**config.mk**
```make
export PLATFORM = sky130hd
export DESIGN_NAME = envelope_follower_flat
export DESIGN_NICKNAME = d
export VERILOG_FILES = /design/src/rtl/envelope_follower_pkg.sv /design/src/rtl/envelope_follower_if.sv /design/src/rtl/envelope_follower_env_smoother.sv /design/src/rtl/envelope_follower.sv /design/src/flat_wrapper.sv
export SDC_FILE = /design/constraint.sdc
export NUM_CORES = 1
export LEC_CHECK = 0
export ABC_AREA = 1
export BUFFER_PORTS_ARGS = -buffer_cell sky130_fd_sc_hd__buf_2
export CORE_ASPECT_RATIO = 1.75
export CORE_MARGIN = 3
export CORE_UTILIZATION = 35
export CTS_BUF_LIST = sky130_fd_sc_hd__clkbuf_4 sky130_fd_sc_hd__clkbuf_8
export DETAILED_ROUTE_END_ITERATION = 16
export PLACE_DENSITY = 0.54
export SLEW_MARGIN = 20
export SYNTH_ARGS = -nofsm -noshare
export SYNTH_HDL_FRONTEND = slang
export SYNTH_HIERARCHICAL = 1
export SYNTH_SLANG_ARGS = --single-unit
```
**constraint.sdc**
```tcl
create_clock -name clk -period 15.2 [get_ports clk]
set_input_delay 3.04 -clock clk [delete_from_list [all_inputs] [get_ports clk]]
set_output_delay 3.04 -clock clk [all_outputs]
set_load 0.03 [all_outputs]
```
**src/rtl/envelope_follower_pkg.sv**
```systemverilog
// Shared types and constants for the envelope follower.
// Gate FSM encoding and field widths live here.
package envelope_follower_pkg;

    localparam int DEF_DATA_W = 16;
    localparam int DEF_HOLD_W = 16;
    localparam int SHIFT_W    = 4;

    // 2'b11 is unused and treated as IDLE by the FSM
    typedef enum logic [1:0] {
        IDLE   = 2'b00,
        ACTIVE = 2'b01,
        HOLD   = 2'b10
    } gate_state_e;

endpackage

```
**src/rtl/envelope_follower_if.sv**
```systemverilog
// Sample-in / envelope-out bundle of the envelope follower.
// master drives samples, slave is the follower itself.
interface envelope_follower_if #(
    parameter int DATA_W = 16
);
    logic              sample_valid;
    logic [DATA_W-1:0] sample;
    logic [DATA_W-1:0] envelope;
    logic              envelope_valid;
    logic              gate;
    logic              trigger;

    modport master (
        output sample_valid, sample,
        input  envelope, envelope_valid, gate, trigger
    );

    modport slave (
        input  sample_valid, sample,
        output envelope, envelope_valid, gate, trigger
    );
endinterface

```
**src/rtl/envelope_follower_env_smoother.sv**
```systemverilog
// One-pole attack/release step with a minimum step of 1.
// Result always lies between env and mag, so it never wraps.
module env_smoother
    import envelope_follower_pkg::*;
#(
    parameter int DATA_W = DEF_DATA_W
) (
    input  logic [DATA_W-1:0]  env,
    input  logic [DATA_W-1:0]  mag,
    input  logic [SHIFT_W-1:0] attack_shift,
    input  logic [SHIFT_W-1:0] release_shift,
    output logic [DATA_W-1:0]  env_next
);

    logic [DATA_W:0] diff;
    logic [DATA_W:0] step;

    // pick direction, shift the gap, force at least one LSB of movement
    always_comb begin
        diff     = '0;
        step     = '0;
        env_next = env;
        if (mag > env) begin
            diff = {1'b0, mag} - {1'b0, env};
            step = diff >> attack_shift;
            if (step == '0) step = {{DATA_W{1'b0}}, 1'b1};
            env_next = env + step[DATA_W-1:0];
        end else if (mag < env) begin
            diff = {1'b0, env} - {1'b0, mag};
            step = diff >> release_shift;
            if (step == '0) step = {{DATA_W{1'b0}}, 1'b1};
            env_next = env - step[DATA_W-1:0];
        end
    end

endmodule

```
**src/rtl/envelope_follower.sv**
```systemverilog
// Rectify -> smooth pipeline with a threshold/hysteresis/hold gate.
// Gate and trigger move on the same edge as the envelope update.
module envelope_follower
    import envelope_follower_pkg::*;
#(
    parameter int DATA_W = DEF_DATA_W,
    parameter int HOLD_W = DEF_HOLD_W
) (
    input  logic               clk,
    input  logic               reset,
    input  logic               enable,
    input  logic [SHIFT_W-1:0] attack_shift,
    input  logic [SHIFT_W-1:0] release_shift,
    input  logic [DATA_W-1:0]  threshold,
    input  logic [DATA_W-1:0]  hysteresis,
    input  logic [HOLD_W-1:0]  hold_samples,
    envelope_follower_if.slave bus
);

    logic [DATA_W-1:0] abs_val;
    logic [DATA_W-1:0] mag;
    logic              s1_valid;
    logic [DATA_W-1:0] s1_mag;
    logic [DATA_W-1:0] env_q;
    logic [DATA_W-1:0] env_next;
    logic              ev_q;
    logic              trig_q;
    logic [DATA_W-1:0] off_level;
    logic              update;
    gate_state_e       state, state_n;
    logic [HOLD_W-1:0] cnt, cnt_n;
    logic              trig_n;

    // full-wave rectify; only the most negative sample reaches 0x8000
    always_comb begin
        abs_val = bus.sample[DATA_W-1] ? (~bus.sample + 1'b1) : bus.sample;
        mag     = abs_val[DATA_W-1] ? '1 : {abs_val[DATA_W-2:0], 1'b0};
    end

    // stage 1: magnitude register with its valid bit
    always_ff @(posedge clk or posedge reset) begin
        if (reset) begin
            s1_valid <= 1'b0;
            s1_mag   <= '0;
        end else if (enable) begin
            s1_valid <= bus.sample_valid;
            if (bus.sample_valid) s1_mag <= mag;
        end
    end

    env_smoother #(.DATA_W(DATA_W)) u_smooth (
        .env           (env_q),
        .mag           (s1_mag),
        .attack_shift  (attack_shift),
        .release_shift (release_shift),
        .env_next      (env_next)
    );

    assign update = s1_valid & enable;

    // gate-off level, floored at zero
    always_comb begin
        off_level = (threshold > hysteresis) ? (threshold - hysteresis) : '0;
    end

    // gate FSM next state, evaluated only on envelope updates
    always_comb begin
        state_n = state;
        cnt_n   = cnt;
        trig_n  = 1'b0;
        if (update) begin
            case (state)
                ACTIVE: begin
                    if (env_next < off_level) begin
                        state_n = HOLD;
                        cnt_n   = '0;
                    end
                end
                HOLD: begin
                    if (env_next > threshold)   state_n = ACTIVE;
                    else if (cnt == hold_samples) state_n = IDLE;
                    else                        cnt_n = cnt + 1'b1;
                end
                default: begin
                    if (env_next > threshold) begin
                        state_n = ACTIVE;
                        trig_n  = 1'b1;
                    end
                end
            endcase
        end
    end

    // stage 2 and FSM registers; pulses are cleared while stalled
    always_ff @(posedge clk or posedge reset) begin
        if (reset) begin
            state  <= IDLE;
            cnt    <= '0;
            env_q  <= '0;
            ev_q   <= 1'b0;
            trig_q <= 1'b0;
        end else if (enable) begin
            state  <= state_n;
            cnt    <= cnt_n;
            trig_q <= trig_n;
            ev_q   <= s1_valid;
            if (s1_valid) env_q <= env_next;
        end else begin
            ev_q   <= 1'b0;
            trig_q <= 1'b0;
        end
    end

    assign bus.envelope       = env_q;
    assign bus.envelope_valid = ev_q & enable;
    assign bus.trigger        = trig_q & enable;
    assign bus.gate           = (state == ACTIVE) || (state == HOLD);

endmodule

```
**src/flat_wrapper.sv**
```systemverilog
// flat-port wrapper written by rule: the top's interface ports become plain ports
module envelope_follower_flat import envelope_follower_pkg::*;
#(
    parameter int DATA_W = DEF_DATA_W,
    parameter int HOLD_W = DEF_HOLD_W
)
  (clk, reset, enable, attack_shift, release_shift, threshold, hysteresis, hold_samples, bus_sample_valid, bus_sample, bus_envelope, bus_envelope_valid, bus_gate, bus_trigger);
  envelope_follower_if #(.DATA_W(DATA_W)) bus_i ();
  input  logic clk;
  input  logic reset;
  input  logic enable;
  input  logic [SHIFT_W-1:0] attack_shift;
  input  logic [SHIFT_W-1:0] release_shift;
  input  logic [DATA_W-1:0] threshold;
  input  logic [DATA_W-1:0] hysteresis;
  input  logic [HOLD_W-1:0] hold_samples;
  input wire logic [$bits(bus_i.sample_valid)-1:0] bus_sample_valid;
  input wire logic [$bits(bus_i.sample)-1:0] bus_sample;
  output wire logic [$bits(bus_i.envelope)-1:0] bus_envelope;
  output wire logic [$bits(bus_i.envelope_valid)-1:0] bus_envelope_valid;
  output wire logic [$bits(bus_i.gate)-1:0] bus_gate;
  output wire logic [$bits(bus_i.trigger)-1:0] bus_trigger;
  assign bus_i.sample_valid = bus_sample_valid;
  assign bus_i.sample = bus_sample;
  assign bus_envelope = bus_i.envelope;
  assign bus_envelope_valid = bus_i.envelope_valid;
  assign bus_gate = bus_i.gate;
  assign bus_trigger = bus_i.trigger;
  envelope_follower #(.DATA_W(DATA_W), .HOLD_W(HOLD_W)) u_core (.clk(clk), .reset(reset), .enable(enable), .attack_shift(attack_shift), .release_shift(release_shift), .threshold(threshold), .hysteresis(hysteresis), .hold_samples(hold_samples), .bus(bus_i));
endmodule
```
==> out/metrics.cfg, run 1 <==
[outcome]
outcome=finished, final reports clean

[global_route]
grt_max_degree=54
grt_usage_pct=24.8
antenna_found_initial=0
grt_pass1_wl_mm=60.5
grt_pass1_vias=11200
gr-total-overflow=0

[clocking]
cts_resized=0
htreeDepth=2
cts_made_buffers=5
cts_tree=built
ctsHoldBuffers=0
cts_buffer_depth=2
clock_latency_ps=330
clk_pin_slew_ps=110
clkSinkCount=53
cts_root_buf=clkbuf_8
post_cts_buffers=0

[synth]
synthCells=1734
synth_area_leaders=nand2_1 19%, ha_1 14%, dfrtp_1 13%
synth_edf_count=0
synth_area_leader_cell=nand2_1
yosysWarnings=6
yosys-top-cells-count=511 x nand2_1, 246 x nand3_1, 243 x inv_1, 116 x ha_1, 102 x nor2_1
syn_area_per_cell_um2=5.88
yosys_most_used_dff=dfrtp_1
synth_nets=1931
synthArstFlopShare_pct=100
ys_seq_elements=53
yosysSeqAreaShare_pct=13.0
synth_area_um2=10200
yosysTopAreaCellShare_pct=18.8
synth_cell_types=54
synth.most_common_cell=nand2_1

[finish]
final_cell_count_no_fill=2170
nets=1988
drive_above_1_share_pct=10.4
syn_to_final_growth_pct=8.21
final_cell_area_um2=11000
diodes=0

[sta]
setup_viol=0
finalHoldViolations=0
slew_viol_final=0
setup_tns_ps=0
fin_crit_ps=9640
fin_skew_ps=11.3
worst_slack_ps=5560
fmax_mhz=104
worstMarginPinSlew_ps=780
fin_crit_sh_pct=63.4
timing.slew.headroom_pct=47.9
rsz0062_at_grt=no

[routing]
firstDrtPassIters=6
num_vias=11400
antenna_left=0
viasPerCell=5.24
routedWlPerCell_um=18.1
drcViolationCount=0
wirelength_mm=39.3
drt_iter0_markers=682

[place]
place_congestion=1.01
io_buffer_count=94
placed_area_um2=10900
placed_cells=2162
pre_cts_ws_ps=5340
dp.final_hpwl_mm=33.4

[setup_path]
cp-start-kind=input port
required_ps=15480
crit_fanout=28
critPathCaptureType=flip-flop
crit_family=simple AND/OR/NAND/NOR gates
critical_path_buf_inv_count=5
cp.arrival_ps=9920
crit_top_cell=nand2_1
slowest_delay_ps=620
worstSetupPathType=in -> reg
slowest_stage=clkinv_1

[worst_hold_path]
worstHoldPathType=reg -> reg

[floorplanning]
num_rows=82
core_um2=28600
pin_count=95
die_area_um2=31300
die_y_um=232
initial_core_util_pct=35.6
die_w_um=135

[power_and_ir_drop]
leakage_uw=0.00612
ir_worst_vdd_uv=60.5
p_per_area_nw_per_um2=209
total_power_uw=2300

[flow_run]
max_cap_violations=0

## worst reg2reg max path: cells and delay by family (launching register included)
kind	cells	cell delay (ps)
compound gates	6	1400
flops	1	740
buf+inv	2	510
simple gates	31	3750
fa+ha+maj	4	1460
xor+xnor	1	320
## flip-flops by register name, indices dropped and copies added (netlist names)
| register | count |
|---|---|
| u_core/s1_mag | 16 |
| u_core/s1_valid | 1 |
| u_core/ev_q | 1 |
| u_core/trig_q | 1 |
| u_core/state | 2 |
| u_core/bus.envelope | 16 |
| u_core/cnt | 16 |
## per-stage QoR
stage	hold slack (ps)	utilization [%]
floorplan	467	-
global placement	494	38.1
detailed placement	499	38.1
CTS	526	38.5
global route	545	38.5
finish	521	38.5
## layout by cell type, fill, tap and decap left out, drive strengths merged, types with 7 or more instances in the layout
master / instances
a21oi: 95
a31oi: 7
buf: 97
clkinv: 8
dfrtp: 53
ha: 116
inv: 255
nand2: 538
nand3: 260
nand4: 27
nor2: 112
nor3: 17
o211ai: 10
o21ai: 75
or2: 13
xnor2: 23
xor2: 31
## cells by family after synthesis
kind of cell	count (synthesis)	synth area share, %
buffers and inverters	309	12.1
AO/OA/AOI/OAI	221	12.2
adder cells (fa/ha/maj)	121	15.2
flip-flops	53	13.0
AND/OR/NAND/NOR	976	42.8
XOR/XNOR	54	4.64
## report_power, final
| part | switching [uW] | internal [uW] | leakage, uW |
|---|---|---|---|
| combinational | 1320 | 612 | 0.00539 |
| sequential | 95.6 | 171 | 0.000665 |
| clock | 53.0 | 54.8 | 0.0000633 |
| total | 1460 | 837 | 0.00612 |
## path summary, 6_finish.rpt
check	from	end	slack, ps	cells past startpoint
max reg2reg	u_core/bus.envelope[9]	u_core/cnt[2]	7020	44
max	attack_shift[0]	u_core/cnt[2]	5560	41
min reg2reg	u_core/state[0]	u_core/state[0]	520	2
max in group asynchronous	reset	u_core/bus.envelope[0]	11810	3
min	u_core/state[0]	u_core/state[0]	520	2
min in group asynchronous	reset	u_core/cnt[1]	2880	3
## metal layers
| layer | global-route usage (%) | wire length (um) | vias up |
|---|---|---|---|
| li1 | - | - | 5753 |
| met1 | 24.9 | 14000 | 5151 |
| met2 | 47.9 | 20900 | 335 |
| met3 | 1.86 | 1230 | 125 |
| met4 | 16.5 | 3210 | 0 |
| met5 | 0 | 0 | - |
## cell type report
class | instances | area [um^2]
Clock buffer | 6 | 82.6
Clock inverter | 2 | 41.3
Fill cell | 3215 | 17600
Inverter | 262 | 983
Multi-Input combinational cell | 1372 | 7630
Sequential cell | 53 | 1330
Tap cell | 378 | 473
Timing Repair Buffer | 97 | 493
(Power assumes the default switching activity.)
==> run 2, diff against run 1 <==
==> constraint.sdc (replaced) <==
create_clock -name clk -period 9.9 [get_ports clk]
set_input_delay 1.98 -clock clk [delete_from_list [all_inputs] [get_ports clk]]
set_output_delay 1.98 -clock clk [all_outputs]
set_load 0.03 [all_outputs]
==> run 2 against run 1 <==
Combinational power up 55%. Cell area decreased by 0.17%. Sequential share of layout area barely moved. Clock power rose by 19%. Final cell count about the same. Via count is 0.82% higher. Count of clock-buffer cells in the layout is 1 lower. Register-to-register slack worse by 4700 ps. Die area is the same. Critical path depth up 1. Clock skew grew 4.4 ps. Critical endpoint is now u_core/cnt[1]. Largest cell class unchanged. Largest power group unchanged.
==> out/metrics.cfg, run 2 (same netlist as run 1, synthesis figures left out) <==
[clocking]
post_cts_buffers=0  ; unchanged
clk_pin_slew_ps=100  ; about the same
cts_resized=0  ; unchanged
clock_latency_ps=330  ; about the same
ctsHoldBuffers=0  ; unchanged
cts_tree=built
cts_buffer_depth=2  ; unchanged
cts_made_buffers=5  ; unchanged
htreeDepth=2  ; unchanged
cts_root_buf=clkbuf_8
clkSinkCount=53  ; unchanged

[power_and_ir_drop]
p_per_area_nw_per_um2=320  ; +53%
ir_worst_vdd_uv=85.4  ; +41%
leakage_uw=0.00612  ; about the same

[setup_path]
crit_top_cell=nand2_1
cp-start-kind=input port
startpoint=attack_shift[0]
r2r-end=u_core/cnt[1]
r2r_cells=45  ; +2.3%
slowest_stage=clkinv_1
required_ps=10180  ; -5300 ps
timing.critical_path.to=u_core/cnt[1]
cp.arrival_ps=8330  ; -1590 ps
slowest_delay_ps=650  ; +30 ps
worstSetupPathType=in -> reg
r2r_slack_ps=2330  ; -4690 ps
crit_fanout=28  ; unchanged
r2r_start=u_core/bus.envelope[10]
critPathCaptureType=flip-flop

[floorplanning]
die_area_um2=31300  ; unchanged
pin_count=95  ; unchanged
num_rows=82  ; unchanged
die_w_um=135  ; unchanged
core_um2=28600  ; unchanged
die_y_um=232  ; unchanged
initial_core_util_pct=35.6  ; unchanged

[routing]
drt_iter0_markers=781  ; +15%
firstDrtPassIters=5  ; -1
drcViolationCount=0  ; unchanged
antenna_left=0  ; unchanged
wirelength_mm=39.9  ; +1.6%
num_vias=11500  ; +0.82%
viasPerCell=5.27  ; +0.73%
routedWlPerCell_um=18.4  ; +1.5%

[sta]
fin_skew_ps=15.7  ; +4.37 ps
setup_tns_ps=0  ; unchanged
timing.slew.headroom_pct=44.3  ; -3.6 points
worstMarginPinSlew_ps=827  ; +47.3 ps
fin_crit_ps=8050
fmax_mhz=124
setup_viol=0  ; unchanged
fin_crit_sh_pct=81.3
slew_viol_final=0  ; unchanged
finalHoldViolations=0  ; unchanged
rsz0062_at_grt=no

[outcome]
outcome=finished, final reports clean

[global_route]
antenna_found_initial=0  ; unchanged
grt_pass1_wl_mm=61.6  ; +1.8%
grt_max_degree=54  ; unchanged
grt_usage_pct=25.3  ; +0.45 points
gr-total-overflow=0  ; unchanged
grt_pass1_vias=11300  ; +0.20%

[worst_hold_path]
worstHoldPathType=reg -> reg
min_path_cells=2  ; unchanged

[finish]
nets=1991  ; +0.15%
post-route-util_pct=38.5  ; -0.066 points
final_cell_count_no_fill=2172  ; +0.092%
final_cell_mix=511 x nand2_1, 246 x nand3_1, 242 x inv_1
syn_to_final_growth_pct=8.03
diodes=0  ; unchanged
multi_input_area_um2=7630  ; unchanged
drive_above_1_share_pct=10.5  ; +0.10 points
nFillCells=3294  ; +2.5%
seqCellArea_um2=1330  ; unchanged
final_common_cell=nand2_1

[place]
placed_cells=2165  ; +0.14%
dp.final_hpwl_mm=33.9  ; +1.3%
place_congestion=1.08  ; +6.4%
io_buffer_count=94  ; unchanged

[flow_run]
max_cap_violations=0  ; unchanged

[run 2: changes by cell type in the layout (fill, tap and decap cells not counted), sizes merged]
cell	before	now
clkinv	8	9
buf	97	100
clkbuf	6	5
bufinv	1	0
[run 2: metrics by stage]
| step | total power, uW | setup slack [ps] | area (um^2) | hold slack, ps |
|---|---|---|---|---|
| 2_1_floorplan | 2420 | 3380 | 10200 | 467 |
| 3_3_place_gp | 3350 | 1570 | 10900 | 488 |
| 3_5_place_dp | 3350 | 1610 | 10900 | 507 |
| 4_1_cts | 3490 | 1940 | 11000 | 533 |
| 5_1_grt | 3880 | 1130 | 11000 | 559 |
| 6_report | 3520 | 1850 | 11000 | 529 |
[run 2: how the worst min path moves through the flow]
stage,slack (ps),to,startpoint
3_5_place_dp,510,u_core/state[1],u_core/state[1]
3_3_place_gp,490,u_core/state[1],u_core/state[1]
2_1_floorplan,470,u_core/state[1],u_core/state[1]
4_1_cts,530,u_core/state[1],u_core/state[1]
6_report,530,u_core/state[1],u_core/state[1]
5_1_grt,560,u_core/state[0],u_core/state[0]
[run 2: layer usage]
metal	up-vias	wire length [um]	share of wire, %	global-route usage, %
met2	345	21300	53	48.8
met4	0	3130	7.8	15.5
met1	5215	14200	36	25.8
met3	132	1290	3.2	2.02
li1	5765	-	-	-
met5	-	0	0	0
[run 2: cell type report]
class	count	area share, %
Clock buffer	5	0.625
Clock inverter	2	0.125
Inverter	262	8.93
Multi-Input combinational cell	1372	69.3
Sequential cell	53	12.0
Tap cell	378	4.29
Timing Repair Buffer	100	4.68
[run 2: where the power goes]
part | internal, uW | switching, uW | leakage (uW)
sequential | 263 | 129 | 0.000665
combinational | 945 | 2060 | 0.00541
clock | 49.2 | 79.2 | 0.0000444
total | 1260 | 2270 | 0.00612
[run 2: worst max-delay path: cells and delay by family]
kind	cells	cell delay [ps]
buffers and inverters	6	1430
adder cells (fa/ha/maj)	3	930
XOR/XNOR	1	280
AND/OR/NAND/NOR	28	3060
AO/OA/AOI/OAI	4	590
